### src/rtl/lsu_mem_ctrl.sv
// lsu_mem_ctrl: load/store unit between EXU and WBU.
// Accepts one instruction at a time. Memory instructions run a single
// doubleword-aligned bus access with req/gnt/rvalid handshake. The
// writeback fields are presented for exactly one cycle in DONE.
// Optional build macro: LSU_MISALIGN_CHECK_EN. When it is defined,
// accesses not aligned to their size skip the bus and are flagged on
// wb_misalign_o.
module lsu_mem_ctrl (
    input  logic        clk,
    input  logic        rst_n,
    // EXU side
    input  logic        ex_valid_i,
    output logic        ex_ready_o,
    input  logic        ex_mem_ren_i,
    input  logic        ex_mem_wen_i,
    input  logic [2:0]  ex_funct3_i,
    input  logic [63:0] ex_mem_addr_i,
    input  logic [63:0] ex_mem_wdata_i,
    input  logic        ex_reg_wen_i,
    input  logic [4:0]  ex_reg_waddr_i,
    input  logic [63:0] ex_reg_wdata_i,
    input  logic        ex_csr_wen_i,
    input  logic [11:0] ex_csr_waddr_i,
    input  logic [63:0] ex_csr_wdata_i,
    input  logic [63:0] ex_pc_i,
    input  logic [31:0] ex_inst_i,
    // WBU side
    output logic        wb_valid_o,
    output logic        wb_reg_wen_o,
    output logic [4:0]  wb_reg_waddr_o,
    output logic [63:0] wb_reg_wdata_o,
    output logic        wb_csr_wen_o,
    output logic [11:0] wb_csr_waddr_o,
    output logic [63:0] wb_csr_wdata_o,
    output logic [63:0] wb_pc_o,
    output logic [31:0] wb_inst_o,
    output logic        wb_misalign_o,
    // Memory bus
    output logic        mem_req_o,
    output logic        mem_we_o,
    output logic [63:0] mem_addr_o,
    output logic [63:0] mem_wdata_o,
    output logic [7:0]  mem_wstrb_o,
    input  logic        mem_gnt_i,
    input  logic        mem_rvalid_i,
    input  logic [63:0] mem_rdata_i
);

    typedef enum logic [1:0] {
        S_IDLE = 2'd0,
        S_REQ  = 2'd1,
        S_WAIT = 2'd2,
        S_DONE = 2'd3
    } state_e;

    // Everything the writeback stage needs, captured at accept time.
    // reg_wdata is overwritten with the extracted load value on response.
    typedef struct packed {
        logic        reg_wen;
        logic [4:0]  reg_waddr;
        logic [63:0] reg_wdata;
        logic        csr_wen;
        logic [11:0] csr_waddr;
        logic [63:0] csr_wdata;
        logic [63:0] pc;
        logic [31:0] inst;
        logic        ren;
        logic [2:0]  funct3;
        logic [2:0]  boff;
        logic        misalign;
    } ctx_t;

    state_e      state_q, state_d;
    ctx_t        ctx_q, ctx_d;
    logic        mem_we_q, mem_we_d;
    logic [63:0] mem_addr_q, mem_addr_d;
    logic [63:0] mem_wdata_q, mem_wdata_d;
    logic [7:0]  mem_wstrb_q, mem_wstrb_d;
    logic        mis_w;

    // Shift the addressed bytes down to bit 0, then truncate and extend.
    function automatic logic [63:0] load_extract(input logic [63:0] rdata,
                                                 input logic [2:0]  boff,
                                                 input logic [2:0]  f3);
        logic [63:0] sh;
        logic        sx;
        sh = rdata >> {boff, 3'b000};
        sx = ~f3[2];
        case (f3[1:0])
            2'd0:    return {{56{sx & sh[7]}},  sh[7:0]};
            2'd1:    return {{48{sx & sh[15]}}, sh[15:0]};
            2'd2:    return {{32{sx & sh[31]}}, sh[31:0]};
            default: return sh;
        endcase
    endfunction

    // Byte lanes for the access size, moved to the byte offset. Lanes past
    // bit 7 fall off, which drops bytes that would cross the doubleword.
    function automatic logic [7:0] store_strb(input logic [2:0] f3,
                                              input logic [2:0] boff);
        logic [7:0] base;
        case (f3[1:0])
            2'd0:    base = 8'h01;
            2'd1:    base = 8'h03;
            2'd2:    base = 8'h0F;
            default: base = 8'hFF;
        endcase
        return base << boff;
    endfunction

`ifdef LSU_MISALIGN_CHECK_EN
    logic [2:0] size_mask;

    // Memory access is misaligned when any offset bit below its size is set.
    always_comb begin
        case (ex_funct3_i[1:0])
            2'd0:    size_mask = 3'b000;
            2'd1:    size_mask = 3'b001;
            2'd2:    size_mask = 3'b011;
            default: size_mask = 3'b111;
        endcase
        mis_w = (ex_mem_ren_i | ex_mem_wen_i) & (|(ex_mem_addr_i[2:0] & size_mask));
    end
`else
    assign mis_w = 1'b0;
`endif

    // Next-state, capture of EXU fields and load response.
    always_comb begin
        state_d     = state_q;
        ctx_d       = ctx_q;
        mem_we_d    = mem_we_q;
        mem_addr_d  = mem_addr_q;
        mem_wdata_d = mem_wdata_q;
        mem_wstrb_d = mem_wstrb_q;
        case (state_q)
            S_IDLE: begin
                if (ex_valid_i) begin
                    ctx_d.reg_wen   = ex_reg_wen_i;
                    ctx_d.reg_waddr = ex_reg_waddr_i;
                    ctx_d.reg_wdata = ex_reg_wdata_i;
                    ctx_d.csr_wen   = ex_csr_wen_i;
                    ctx_d.csr_waddr = ex_csr_waddr_i;
                    ctx_d.csr_wdata = ex_csr_wdata_i;
                    ctx_d.pc        = ex_pc_i;
                    ctx_d.inst      = ex_inst_i;
                    ctx_d.ren       = ex_mem_ren_i;
                    ctx_d.funct3    = ex_funct3_i;
                    ctx_d.boff      = ex_mem_addr_i[2:0];
                    ctx_d.misalign  = mis_w;
                    mem_we_d        = ex_mem_wen_i;
                    mem_addr_d      = {ex_mem_addr_i[63:3], 3'b000};
                    mem_wdata_d     = ex_mem_wdata_i << {ex_mem_addr_i[2:0], 3'b000};
                    mem_wstrb_d     = store_strb(ex_funct3_i, ex_mem_addr_i[2:0]);
                    if (!(ex_mem_ren_i || ex_mem_wen_i) || mis_w)
                        state_d = S_DONE;
                    else
                        state_d = S_REQ;
                end
            end
            S_REQ: begin
                if (mem_gnt_i) begin
                    if (mem_rvalid_i) begin
                        state_d = S_DONE;
                        if (ctx_q.ren)
                            ctx_d.reg_wdata = load_extract(mem_rdata_i, ctx_q.boff, ctx_q.funct3);
                    end else begin
                        state_d = S_WAIT;
                    end
                end
            end
            S_WAIT: begin
                if (mem_rvalid_i) begin
                    state_d = S_DONE;
                    if (ctx_q.ren)
                        ctx_d.reg_wdata = load_extract(mem_rdata_i, ctx_q.boff, ctx_q.funct3);
                end
            end
            default: state_d = S_IDLE;
        endcase
    end

    // State and captured fields; reset abandons any access in flight.
    always_ff @(posedge clk or negedge rst_n) begin
        if (!rst_n) begin
            state_q     <= S_IDLE;
            ctx_q       <= '0;
            mem_we_q    <= 1'b0;
            mem_addr_q  <= '0;
            mem_wdata_q <= '0;
            mem_wstrb_q <= '0;
        end else begin
            state_q     <= state_d;
            ctx_q       <= ctx_d;
            mem_we_q    <= mem_we_d;
            mem_addr_q  <= mem_addr_d;
            mem_wdata_q <= mem_wdata_d;
            mem_wstrb_q <= mem_wstrb_d;
        end
    end

    // ex_ready_o is held low while reset is asserted so all outputs read 0.
    assign ex_ready_o     = rst_n & (state_q == S_IDLE);
    assign wb_valid_o     = (state_q == S_DONE);
    assign wb_reg_wen_o   = wb_valid_o & ctx_q.reg_wen & ~ctx_q.misalign;
    assign wb_reg_waddr_o = ctx_q.reg_waddr;
    assign wb_reg_wdata_o = ctx_q.reg_wdata;
    assign wb_csr_wen_o   = wb_valid_o & ctx_q.csr_wen;
    assign wb_csr_waddr_o = ctx_q.csr_waddr;
    assign wb_csr_wdata_o = ctx_q.csr_wdata;
    assign wb_pc_o        = ctx_q.pc;
    assign wb_inst_o      = ctx_q.inst;
`ifdef LSU_MISALIGN_CHECK_EN
    assign wb_misalign_o  = wb_valid_o & ctx_q.misalign;
`else
    assign wb_misalign_o  = 1'b0;
`endif

    assign mem_req_o      = (state_q == S_REQ);
    assign mem_we_o       = mem_we_q;
    assign mem_addr_o     = mem_addr_q;
    assign mem_wdata_o    = mem_wdata_q;
    assign mem_wstrb_o    = mem_wstrb_q;

endmodule

### config.mk
export PLATFORM = sky130hd
export DESIGN_NAME = lsu_mem_ctrl
export DESIGN_NICKNAME = d
export VERILOG_FILES = /design/src/rtl/lsu_mem_ctrl.sv
export SDC_FILE = /design/constraint.sdc
export NUM_CORES = 1
export LEC_CHECK = 0
export BUFFER_PORTS_ARGS = -buffer_cell sky130_fd_sc_hd__buf_4
export CAP_MARGIN = 20
export CORE_AREA = 10 10 315 317
export DETAILED_ROUTE_END_ITERATION = 8
export DIE_AREA = 0 0 325 327
export GPL_ROUTABILITY_DRIVEN = 0
export MAX_ROUTING_LAYER = met4
export PLACE_DENSITY_LB_ADDON = 0.05
export SLEW_MARGIN = 20
export SYNTH_ARGS = -nofsm -noshare
export SYNTH_HDL_FRONTEND = slang
export SYNTH_SLANG_ARGS = --single-unit
### constraint.sdc
create_clock -name clk -period 4.1 [get_ports clk]
set_clock_uncertainty 0.2 [all_clocks]
set_input_delay 0.41 -clock clk [delete_from_list [all_inputs] [get_ports clk]]
set_output_delay 0.41 -clock clk [all_outputs]
set_load 0.01 [all_outputs]
# --- Yosys cells after proc, flatten, opt, wreduce, memory -nomap -nowiden ---
# Index checks and enable logic that the tools add are counted.
totals:
  reg_bits: 386
  in_bits: 445
  out_inout_bits: 384
  elab_cells: 59
op_classes:
  n_eq_ne: 10
  shifts: 3
  muxes: 15
  bitwise_logic: 7
  reduce_logical: 8
op_table:
  columns: ["op", "count"]
  rows:
  - ["64-bit one-hot mux with 3 select lines", 2]
  - ["245-bit 2-to-1 mux", 1]
  - ["64-bit 2-to-1 mux", 3]
  - ["64-bit by 6-bit << shifter with 64-bit output", 1]
  - ["64-bit by 6-bit >> shifter with 64-bit output", 1]
  - ["8-bit one-hot mux with 3 select lines", 1]
  - ["8-bit 2-to-1 mux", 2]
  - ["2-bit == test, second input constant", 4]
  - ["2-bit 2-to-1 mux", 4]
  - ["8-bit by 3-bit << shifter with 8-bit output", 1]
  - ["1-bit AND", 6]
  - ["2-bit by 1-bit == test with 1-bit output, second input constant", 3]
  - ["2-bit logical NOT", 3]
  - ["2-bit one-hot mux with 3 select lines", 1]
  - ["3-bit AND reduction", 2]
  - ["2-bit != test, second input constant", 2]
  - ["3-bit nonzero test", 1]
  - ["2-bit by 1-bit != test with 1-bit output, second input constant", 1]
  - ["2-bit AND reduction", 1]
  - ["1-bit logical OR", 1]
  - ["1-bit 2-to-1 mux", 1]
  - ["1-bit NOT", 1]

# --- Longest topological paths before layout ---
# Gate-level depths: netlist (run 1).
logic_depth:
  depth_word: 7
  ltp_mapped: 9
  ltp_nobuf: 7

# --- Worst setup path after synthesis (run 1) ---
# Ideal clock, no wire load.
synth_path:
  path_kind: "register to register"
  startpoint: "register state_q[1]"
  endpoint: "register ctx_q (netlist bit wb_reg_wdata_o[13])"
  setup_time_ns: 0.066
  t_arrival_ns: 2.400
  required_ns: 3.834
  path_slack_ns: 1.434
  path_stages_with_launch: 9
  path_buffers: 2
  period_less_slack_ns: 2.666
  path_cell_list: "dfrtp_1 inv_1 ha_1 nor2b_1 or2_2 a211oi_1 clkbuf_1 buf_1 o32a_1"
synth_between:
  elab_chain_cells: 3
  elab_cells_between_ends: 8
  cone_classes: "4 x eq/ne; 1 x mux; 3 x reduce/logical"
synth_rtl:
  columns: ["item", "line", "text"]
  rows:
  - ["start: declaration", "73", "state_e state_q, state_d;"]
  - ["start signal: assignment", "193", "state_q <= state_d;"]
  - ["2-bit by 1-bit == test with 1-bit output *", null, null]
  - ["named net mem_req_o", "39", "output logic mem_req_o,"]
  - ["2-bit by 1-bit != test with 1-bit output (no source line) / 3-bit nonzero test (equally long branches)", null, null]
  - ["3-bit AND reduction (no source line)", null, null]
  - ["end signal: assignment", "194", "ctx_q <= ctx_d;"]
  - ["end: declaration", "74", "ctx_t ctx_q, ctx_d;"]
# The timed path passes the listed nets; every way through them passes the cells marked *.
# A chain may end at the register's enable or synchronous reset.

# --- Worst setup path in the final report (run 1) ---
layout_path:
  startpoint: "register state_q[0]"
  endpoint: "register ctx_q (netlist bit wb_reg_wdata_o[63])"
layout_between:
  elab_chain_cells: 3
  elab_cells_between_ends: 8
  cone_classes: "4 x eq/ne; 1 x mux; 3 x reduce/logical"
layout_rtl:
  columns: ["item", "line", "text"]
  rows:
  - ["2-bit by 1-bit == test with 1-bit output (tied with other cells)", "136", "case (state_q)"]
  - ["2-bit by 1-bit != test with 1-bit output (no source line) (tied with other cells)", null, null]
  - ["3-bit AND reduction (no source line)", null, null]
# Several ways; a longest one is shown, not always the timed one.

==> flow_summary.yaml, run 1 <==
status:
  status: "finished clean"
place:
  place_ws_ps: 787
  port-buffer-count: 824
  post-dp-hpwl_um: 77500
  place_inst: 3521
route:
  drc_errors: 0
  wl_per_cell_um: 24.9
  num_vias: 17300
  first_pass_iters: 7
  antenna_left: 0
  viasPerCell: 4.36
  first_iter_violations: 1037
  wl_um: 98600
final_layout:
  fin_cells: 3961
  mostFrequentLayoutCell: "buf_4"
  finish.utilization_pct: 33.6
  mostFrequentLayoutCells: "buf_4, dfrtp_1, dlygate4sd3_1"
  multi_input_area_mm2: 0.00833
  drive_above_1_share_pct: 48.1
  nets: 3094
  area_delta_synth_final_pct: 53.2
  seq_area_mm2: 0.00966
  num-fill-cells: 9555
timing:
  slew-limit-headroom_pct: 37.0
  final_max_slew_viol_count: 0
  clock.fmax_ghz: 0.263
  final-hold-violation-count: 0
  worstMarginPinSlew_ps: 936
  setup_ws_ps: 298
  setup_viol: 0
  min_period_ps: 3800
  fin_crit_sh_pct: 92.7
  tns_ps: 0
  rsz0062_at_grt: "no"
worst_setup_path:
  regToRegEndpoint: "wb_reg_wdata_o[63]"
  worst_setup_path_end_kind: "register"
  crit_required_ps: 4450
  reg2regPathDepth: 10
  worst-setup-path-type: "reg -> reg"
  r2r_setup_slack_ps: 300
  crit_fanout: 63
  startpoint_type: "register"
  regToRegStartpoint: "state_q[0]"
  arrival_ps: 4150
clock_network:
  clk_pin_slew_ps: 60
  htreeDepth: 2
  cts_tree: "built"
  cts-buffers-inserted: 52
  insertion_delay_ps: 620
  cts_setup_buffers: 0
  clock_sinks: 386
  clk_path_buf_depth: 3
  clock-root-buffer: "clkbuf_16"
power_and_ir_drop:
  power_density_mw_per_mm2: 764
  p_leak_nw: 14.2
  ir_drop_mv: 0.368
min_path:
  min-delay-start: "ex_mem_wdata_i[11]"
  whs_path_depth: 3
  min_to: "mem_wdata_o[11]"
  min_path_type: "in -> reg"
job:
  maxCapViolations: 0
die:
  ios: 829
  num_rows: 112
  initial_core_util_pct: 21.9
  core_area_mm2: 0.0928
  die_h_um: 327
  fp.dieW_um: 325
  dieArea_mm2: 0.106
logic_synthesis:
  synth_edf_count: 0
  seq_area_frac_synth_pct: 47.4
  syn-instance-count: 1781
  yosys_warnings: 0
  ys_types: 53
  synth_area_mm2: 0.0204
  ys.flop_type: "dfrtp_1"
  synthArstFlopShare_pct: 100
  synth.avg_cell_area_um2: 11.4
  ys_ff_latch: 386
global_route:
  antenna_found_initial: 23
  grt_pass1_vias: 19400
  grt_pass1_wl_um: 142000
  grt_max_degree: 104
  gr-total-overflow: 0
  grtUsageTotal_pct: 18.3
layout make-up:
class,instances,share of cell area (%)
diodes,20,0.160
clock buffers,80,5.06
clock inverters,16,0.542
inverters,5,0.0602
multi-input cells,1020,26.7
flip-flops and latches,386,31.0
well taps,1254,5.03
repair buffers,1180,31.5
registers in the layout, indices dropped and copies added (netlist names):
name and flops:
ctx_q 9, mem_addr_o 61, mem_wdata_o 64, mem_we_o 1, mem_wstrb_o 8, state_q 2, wb_csr_waddr_o 12, wb_csr_wdata_o 64
wb_inst_o 32, wb_pc_o 64, wb_reg_waddr_o 5, wb_reg_wdata_o 64
worst max-delay path by stage:
stage	startpoint	to	depth (start not counted)
2_1_floorplan	state_q[1]	wb_reg_wdata_o[13]	8
3_3_place_gp	state_q[0]	wb_reg_wdata_o[31]	9
3_5_place_dp	state_q[0]	wb_reg_wdata_o[31]	9
4_1_cts	state_q[0]	wb_reg_wdata_o[63]	10
5_1_grt	state_q[0]	wb_reg_wdata_o[63]	10
6_report	state_q[0]	wb_reg_wdata_o[63]	10
through the flow:
step                      power [W]  area (um^2)  hold slack (ps)
after floorplan              0.0147        20400            -85.6
after global placement       0.0190        26100              207
after detailed placement     0.0191        26100              211
after CTS                    0.0243        31100            0.398
after global routing         0.0254        31200             43.0
final                        0.0238        31200             38.9
Yosys cell counts, types with 21 or more instances:
master / n / area (um^2)
mux2_2: 285 / 3210
a21oi_1: 94 / 470
mux2i_1: 106 / 1060
a22o_1: 24 / 210
nand2_1: 117 / 439
nor2_1: 69 / 259
dfrtp_1: 386 / 9660
a211oi_1: 24 / 180
clkbuf_1: 96 / 360
a211oi_2: 30 / 375
buf_4: 245 / 1840
a22oi_1: 21 / 158
o21ai_0: 87 / 435
per-layer routing:
layer  GRT usage, %  part of all wire, %
met3           6.49                  8.2
met4           4.92                  2.6
met2           33.2                   53
met5              -                    0
met1           18.6                   36
kinds of logic after synthesis:
family                     synth area share (%)
other                                    0.0184
DFF                                        47.4
adders and majority gates                 0.246
muxes                                      22.6
AOI/OAI and AO/OA                          12.4
buffers and inverters                      11.8
and+or+nand+nor                            5.40
power breakdown:
part / internal (W) / switching, W / leakage (nW)
registers: 0.00575 / 0.00116 / 4.66
logic: 0.00593 / 0.00633 / 8.68
clock network: 0.00277 / 0.00189 / 0.865
total: 0.0144 / 0.00938 / 14.2
timing repair:
action                     CTS  global route
gates resized for setup      0             0
setup endpoints to repair    0             0
hold endpoints to repair   380             0
hold buffers               323             0
worst max-delay path, stage by stage (launching register included):
cell and delay [ps]:
dfrtp_1 370, inv_1 80, ha_1 280, nor2b_1 170, or2_2 320, a211oi_4 270
buf_4 630, buf_4 520, nor2_1 80, a211oi_1 190, dlygate4sd3_1 580
Power figures use the tool's default switching activity.
==> inputs of run 2 (changes only) <==
==> constraint.sdc (replaced) <==
create_clock -name clk -period 4.1 [get_ports clk]
set_clock_uncertainty 0.2 [all_clocks]
set_input_delay 0.82 -clock clk [delete_from_list [all_inputs] [get_ports clk]]
set_output_delay 0.82 -clock clk [all_outputs]
set_load 0.01 [all_outputs]
==> flow_summary.yaml, run 2 (synthesized netlist as in run 1, its figures left out) <==
status:
  status: "finished clean"
global_route:
  antenna_found_initial: 29
  grtUsageTotal_pct: 18.2
  gr-total-overflow: 0
  grt_pass1_wl_um: 137000
  grt_max_degree: 146
  grt_pass1_vias: 17500
worst_setup_path:
  slowest_stage: "dlygate4sd3_1"
  arrival_ps: 2150
  startpoint_type: "input pin"
  crit_fanout: 42
  crit_required_ps: 3080
  cpPeakStageDelay_ps: 570
  critPathBufInv: 3
  worst-setup-path-type: "in -> out"
  path_cells: "dlygate4sd3_1 -> buf_8 -> and2_1 -> buf_4"
  critical-path-top-delay-family: "buffers and inverters"
  worst_setup_path_end_kind: "output port"
min_path:
  min_path_type: "in -> reg"
final_layout:
  area_delta_synth_final_pct: 37.4
  mostFrequentLayoutCell: "buf_4"
  mostFrequentLayoutCells: "buf_4, dfrtp_1, mux2_2"
  drive_above_1_share_pct: 54.6
  finish.utilization_pct: 30.1
  nets: 2772
  fin_cells: 3643
route:
  first_pass_iters: 6
  wl_per_cell_um: 27.0
  first_iter_violations: 919
  wl_um: 98500
  num_vias: 16000
  viasPerCell: 4.39
  drc_errors: 0
  antenna_left: 0
timing:
  final_max_slew_viol_count: 0
  setup_viol: 0
  fin_crit_sh_pct: 77.3
  rsz0062_at_grt: "no"
  slew-limit-headroom_pct: 21.5
  clock.fmax_ghz: 0.316
  worstMarginPinSlew_ps: 1180
  min_period_ps: 3170
  holdWs_ps: 242
  final-hold-violation-count: 0
  tns_ps: 0
power_and_ir_drop:
  p_clk_share_pct: 19.8
  switchingPower_w: 0.00934
  ir_drop_mv: 0.342
  comb_power_share_pct: 50.9
  power_frac_seq_pct: 29.3
  p_leak_nw: 12.9
  p_int_w: 0.0142
  power_density_mw_per_mm2: 843
  p_sw_share_pct: 39.6
place:
  post-dp-hpwl_um: 78200
  port-buffer-count: 824
  place_inst: 3523
die:
  num_rows: 112
  ios: 829
  die_h_um: 327
  dieArea_mm2: 0.106
  initial_core_util_pct: 21.9
  fp.dieW_um: 325
  core_area_mm2: 0.0928
clock_network:
  insertion_delay_ps: 600
  clk_pin_slew_ps: 60
  cts_setup_buffers: 0
  cts_resized: 0
  clock-root-buffer: "clkbuf_16"
  hold_buffers: 1
  clock_sinks: 386
  cts-buffers-inserted: 51
  cts_tree: "built"
  clk_path_buf_depth: 3
  htreeDepth: 2
job:
  maxCapViolations: 0
run 2: cell count changes in the layout (fill, tap and decap cells not counted), moves of 3 or more:
cell	before	now
buf_4	845	849
dlygate4sd3_1	323	1
diode_2	20	25
buf_12	11	8
clkinv_2	11	6
run 2: routing by layer:
| layer | track usage, % | routed length [um] | vias to the layer above |
|---|---|---|---|
| met5 | - | 0 | - |
| met4 | 5.07 | 2450 | 0 |
| met3 | 6.61 | 8500 | 109 |
| met2 | 32.6 | 52200 | 624 |
| met1 | 18.6 | 35400 | 8008 |
| li1 | - | - | 7264 |
run 2: cell type report:
class,instances,area (um^2)
fillers,9817,64800
flip-flops and latches,386,9660
multi-input cells,1020,8340
repair buffers,859,6560
clock buffers,82,1600
well taps,1254,1570
clock inverters,12,156
diodes,25,62.6
inverters,5,18.8
run 2: power groups by stage:
stage | Combinational (W) | Sequential [W] | Clock [W]
floorplan | 0.00787 | 0.00683 | 0
global placement | 0.0122 | 0.00693 | 0
detailed placement | 0.0123 | 0.00695 | 0
CTS | 0.0123 | 0.00693 | 0.00487
global route | 0.0129 | 0.00717 | 0.00501
finish | 0.0120 | 0.00692 | 0.00467
run 2: final timing paths:
path / from / end / slack (ps) / depth (start not counted)
max: rst_n / ex_ready_o / 930 / 4
min reg2reg: mem_wdata_o[55] / mem_wdata_o[55] / 280 / 2
min in group asynchronous: rst_n / wb_reg_wdata_o[22] / 520 / 2
min: ex_csr_waddr_i[5] / wb_csr_waddr_o[5] / 240 / 2
max in group asynchronous: rst_n / mem_addr_o[60] / 1870 / 3
max reg2reg: state_q[0] / wb_reg_wdata_o[11] / 1030 / 8
run 2: through the flow:
step           area [um^2]  total power, W  worst slack, ps
2_1_floorplan        20400          0.0147             1330
3_3_place_gp         26100          0.0191              758
3_5_place_dp         26100          0.0192              715
4_1_cts              27900          0.0241              842
5_1_grt              28000          0.0251              856
6_report             28000          0.0236              932
==> inputs of run 3 (changes only) <==
==> constraint.sdc (replaced) <==
create_clock -name clk -period 3.1 [get_ports clk]
set_clock_uncertainty 0.2 [all_clocks]
set_input_delay 0.62 -clock clk [delete_from_list [all_inputs] [get_ports clk]]
set_output_delay 0.62 -clock clk [all_outputs]
set_load 0.01 [all_outputs]
==> flow_summary.yaml, run 3 (synthesized netlist as in run 1, its figures left out) <==
power_and_ir_drop:
  p_sw_share_pct: 39.5
  p_int_w: 0.0190
  power_frac_seq_pct: 28.9
  power.total_w: 0.0314
  ir_drop_mv: 0.484
  comb_power_share_pct: 51.7
  p_leak_nw: 13.6
  power_density_mw_per_mm2: 1060
  switchingPower_w: 0.0124
  p_clk_share_pct: 19.3
timing:
  final-hold-violation-count: 0
  tns_ps: 0
  min_period_ps: 2970
  slew-limit-headroom_pct: 38.7
  clock.fmax_ghz: 0.337
  setup_viol: 0
  final_max_slew_viol_count: 0
  rsz0062_at_grt: "no"
  worstMarginPinSlew_ps: 919
  fin_crit_sh_pct: 95.8
job:
  maxCapViolations: 0
worst_setup_path:
  startpoint_type: "register"
  reg2regPathDepth: 7
  crit_fanout: 57
  cpPeakStageDelay_ps: 680
  regToRegStartpoint: "ctx_q[2]"
  crit_required_ps: 3410
  worst_setup_path_end_kind: "register"
  slowest_stage: "buf_4"
  arrival_ps: 3280
  worst-setup-path-type: "reg -> reg"
  r2r_setup_slack_ps: 130
  path_cells: "buf_4 -> mux2i_1 -> a22oi_1 -> nand4_1 -> and4_2 -> buf_12 -> a211oi_1"
  regToRegEndpoint: "wb_reg_wdata_o[62]"
die:
  dieArea_mm2: 0.106
  die_h_um: 327
  ios: 829
  num_rows: 112
  core_area_mm2: 0.0928
  fp.dieW_um: 325
  initial_core_util_pct: 21.9
place:
  port-buffer-count: 824
  post-dp-hpwl_um: 78700
global_route:
  grt_pass1_wl_um: 139000
  gr-total-overflow: 0
  grt_max_degree: 145
  grtUsageTotal_pct: 18.3
  grt_pass1_vias: 18200
  antenna_found_initial: 26
clock_network:
  cts_resized: 0
  cts_tree: "built"
  hold_buffers: 148
  clock_sinks: 386
  cts_setup_buffers: 0
  clk_path_buf_depth: 3
  clk_pin_slew_ps: 60
  htreeDepth: 2
  clock-root-buffer: "clkbuf_16"
  insertion_delay_ps: 600
  cts-buffers-inserted: 53
route:
  first_pass_iters: 6
  wl_um: 99200
  wl_per_cell_um: 26.0
  num_vias: 16700
  antenna_left: 0
  viasPerCell: 4.39
  first_iter_violations: 1013
  drc_errors: 0
final_layout:
  num-fill-cells: 9683
  multi_input_area_mm2: 0.00833
  drive_above_1_share_pct: 51.7
  mostFrequentLayoutCell: "buf_4"
  seq_area_mm2: 0.00966
  area_delta_synth_final_pct: 45.5
  mostFrequentLayoutCells: "buf_4, dfrtp_1, mux2_2"
  nets: 2941
min_path:
  min_path_type: "in -> reg"
  min-delay-start: "ex_mem_addr_i[54]"
  min_to: "mem_addr_o[54]"
  whs_path_depth: 2
status:
  status: "finished clean"
run 3: cell count changes in the layout (fill, tap and decap cells not counted), moves of 2 or more:
cell	previous run	this run
buf_4	849	863
buf_12	8	14
clkbuf_8	16	13
clkbuf_1	13	15
dlygate4sd3_1	1	148
clkinv_2	6	9
run 3: metal layers:
layer	vias up	wire (um)	global-route usage [%]
li1	7581	-	-
met1	8416	36100	18.7
met2	630	52600	32.9
met3	95	8390	6.83
met4	0	2100	4.65
met5	-	0	-
run 3: critical path: cells and delay by family, from the launching register on:
kind / cells / cell delay (ps)
mux: 1 / 230
buf+inv: 2 / 880
flops: 1 / 470
simple gates: 2 / 530
compound gates: 2 / 550
run 3: layout make-up:
type | instances | area share [%]
clock buffer | 81 | 5.27
clock inverter | 15 | 0.507
timing repair buffer | 1026 | 27.9
tap | 1254 | 5.30
inverter | 5 | 0.0634
antenna | 24 | 0.203
sequential | 386 | 32.6
multi-input combinational | 1020 | 28.1
run 3: worst max path at each step:
stage / from / end / slack [ps] / cells after the start
6_report: ctx_q[2] / wb_reg_wdata_o[62] / 130 / 7
5_1_grt: ctx_q[2] / wb_reg_wdata_o[45] / 0.7 / 7
4_1_cts: ctx_q[2] / wb_reg_wdata_o[62] / 170 / 7
3_5_place_dp: ctx_q[2] / wb_reg_wdata_o[62] / 170 / 7
3_3_place_gp: mem_rdata_i[63] / wb_reg_wdata_o[62] / 210 / 7
2_1_floorplan: state_q[1] / wb_reg_wdata_o[13] / 430 / 8
run 3: per-stage QoR:
| step | utilization (%) | worst slack [ps] | instances | hold slack [ps] | cell area [um^2] |
|---|---|---|---|---|---|
| after floorplan | - | 434 | 1784 | 124 | 20400 |
| after global placement | 28.4 | 205 | 3543 | 267 | 26400 |
| after detailed placement | 28.4 | 169 | 3543 | 273 | 26400 |
| after CTS | 31.9 | 166 | 3787 | 0.000888 | 29600 |
| after global routing | 31.9 | 0.679 | 3809 | 6.91 | 29600 |
| final | 31.9 | 130 | 3811 | 47.4 | 29600 |
run 3: power groups by stage:
stage / logic, W / clock network, W / registers [W]
4_1_cts: 0.0167 / 0.00633 / 0.00912
5_1_grt: 0.0175 / 0.00657 / 0.00944
2_1_floorplan: 0.0104 / 0 / 0.00903
3_3_place_gp: 0.0164 / 0 / 0.00911
3_5_place_dp: 0.0165 / 0 / 0.00916
6_report: 0.0163 / 0.00608 / 0.00910
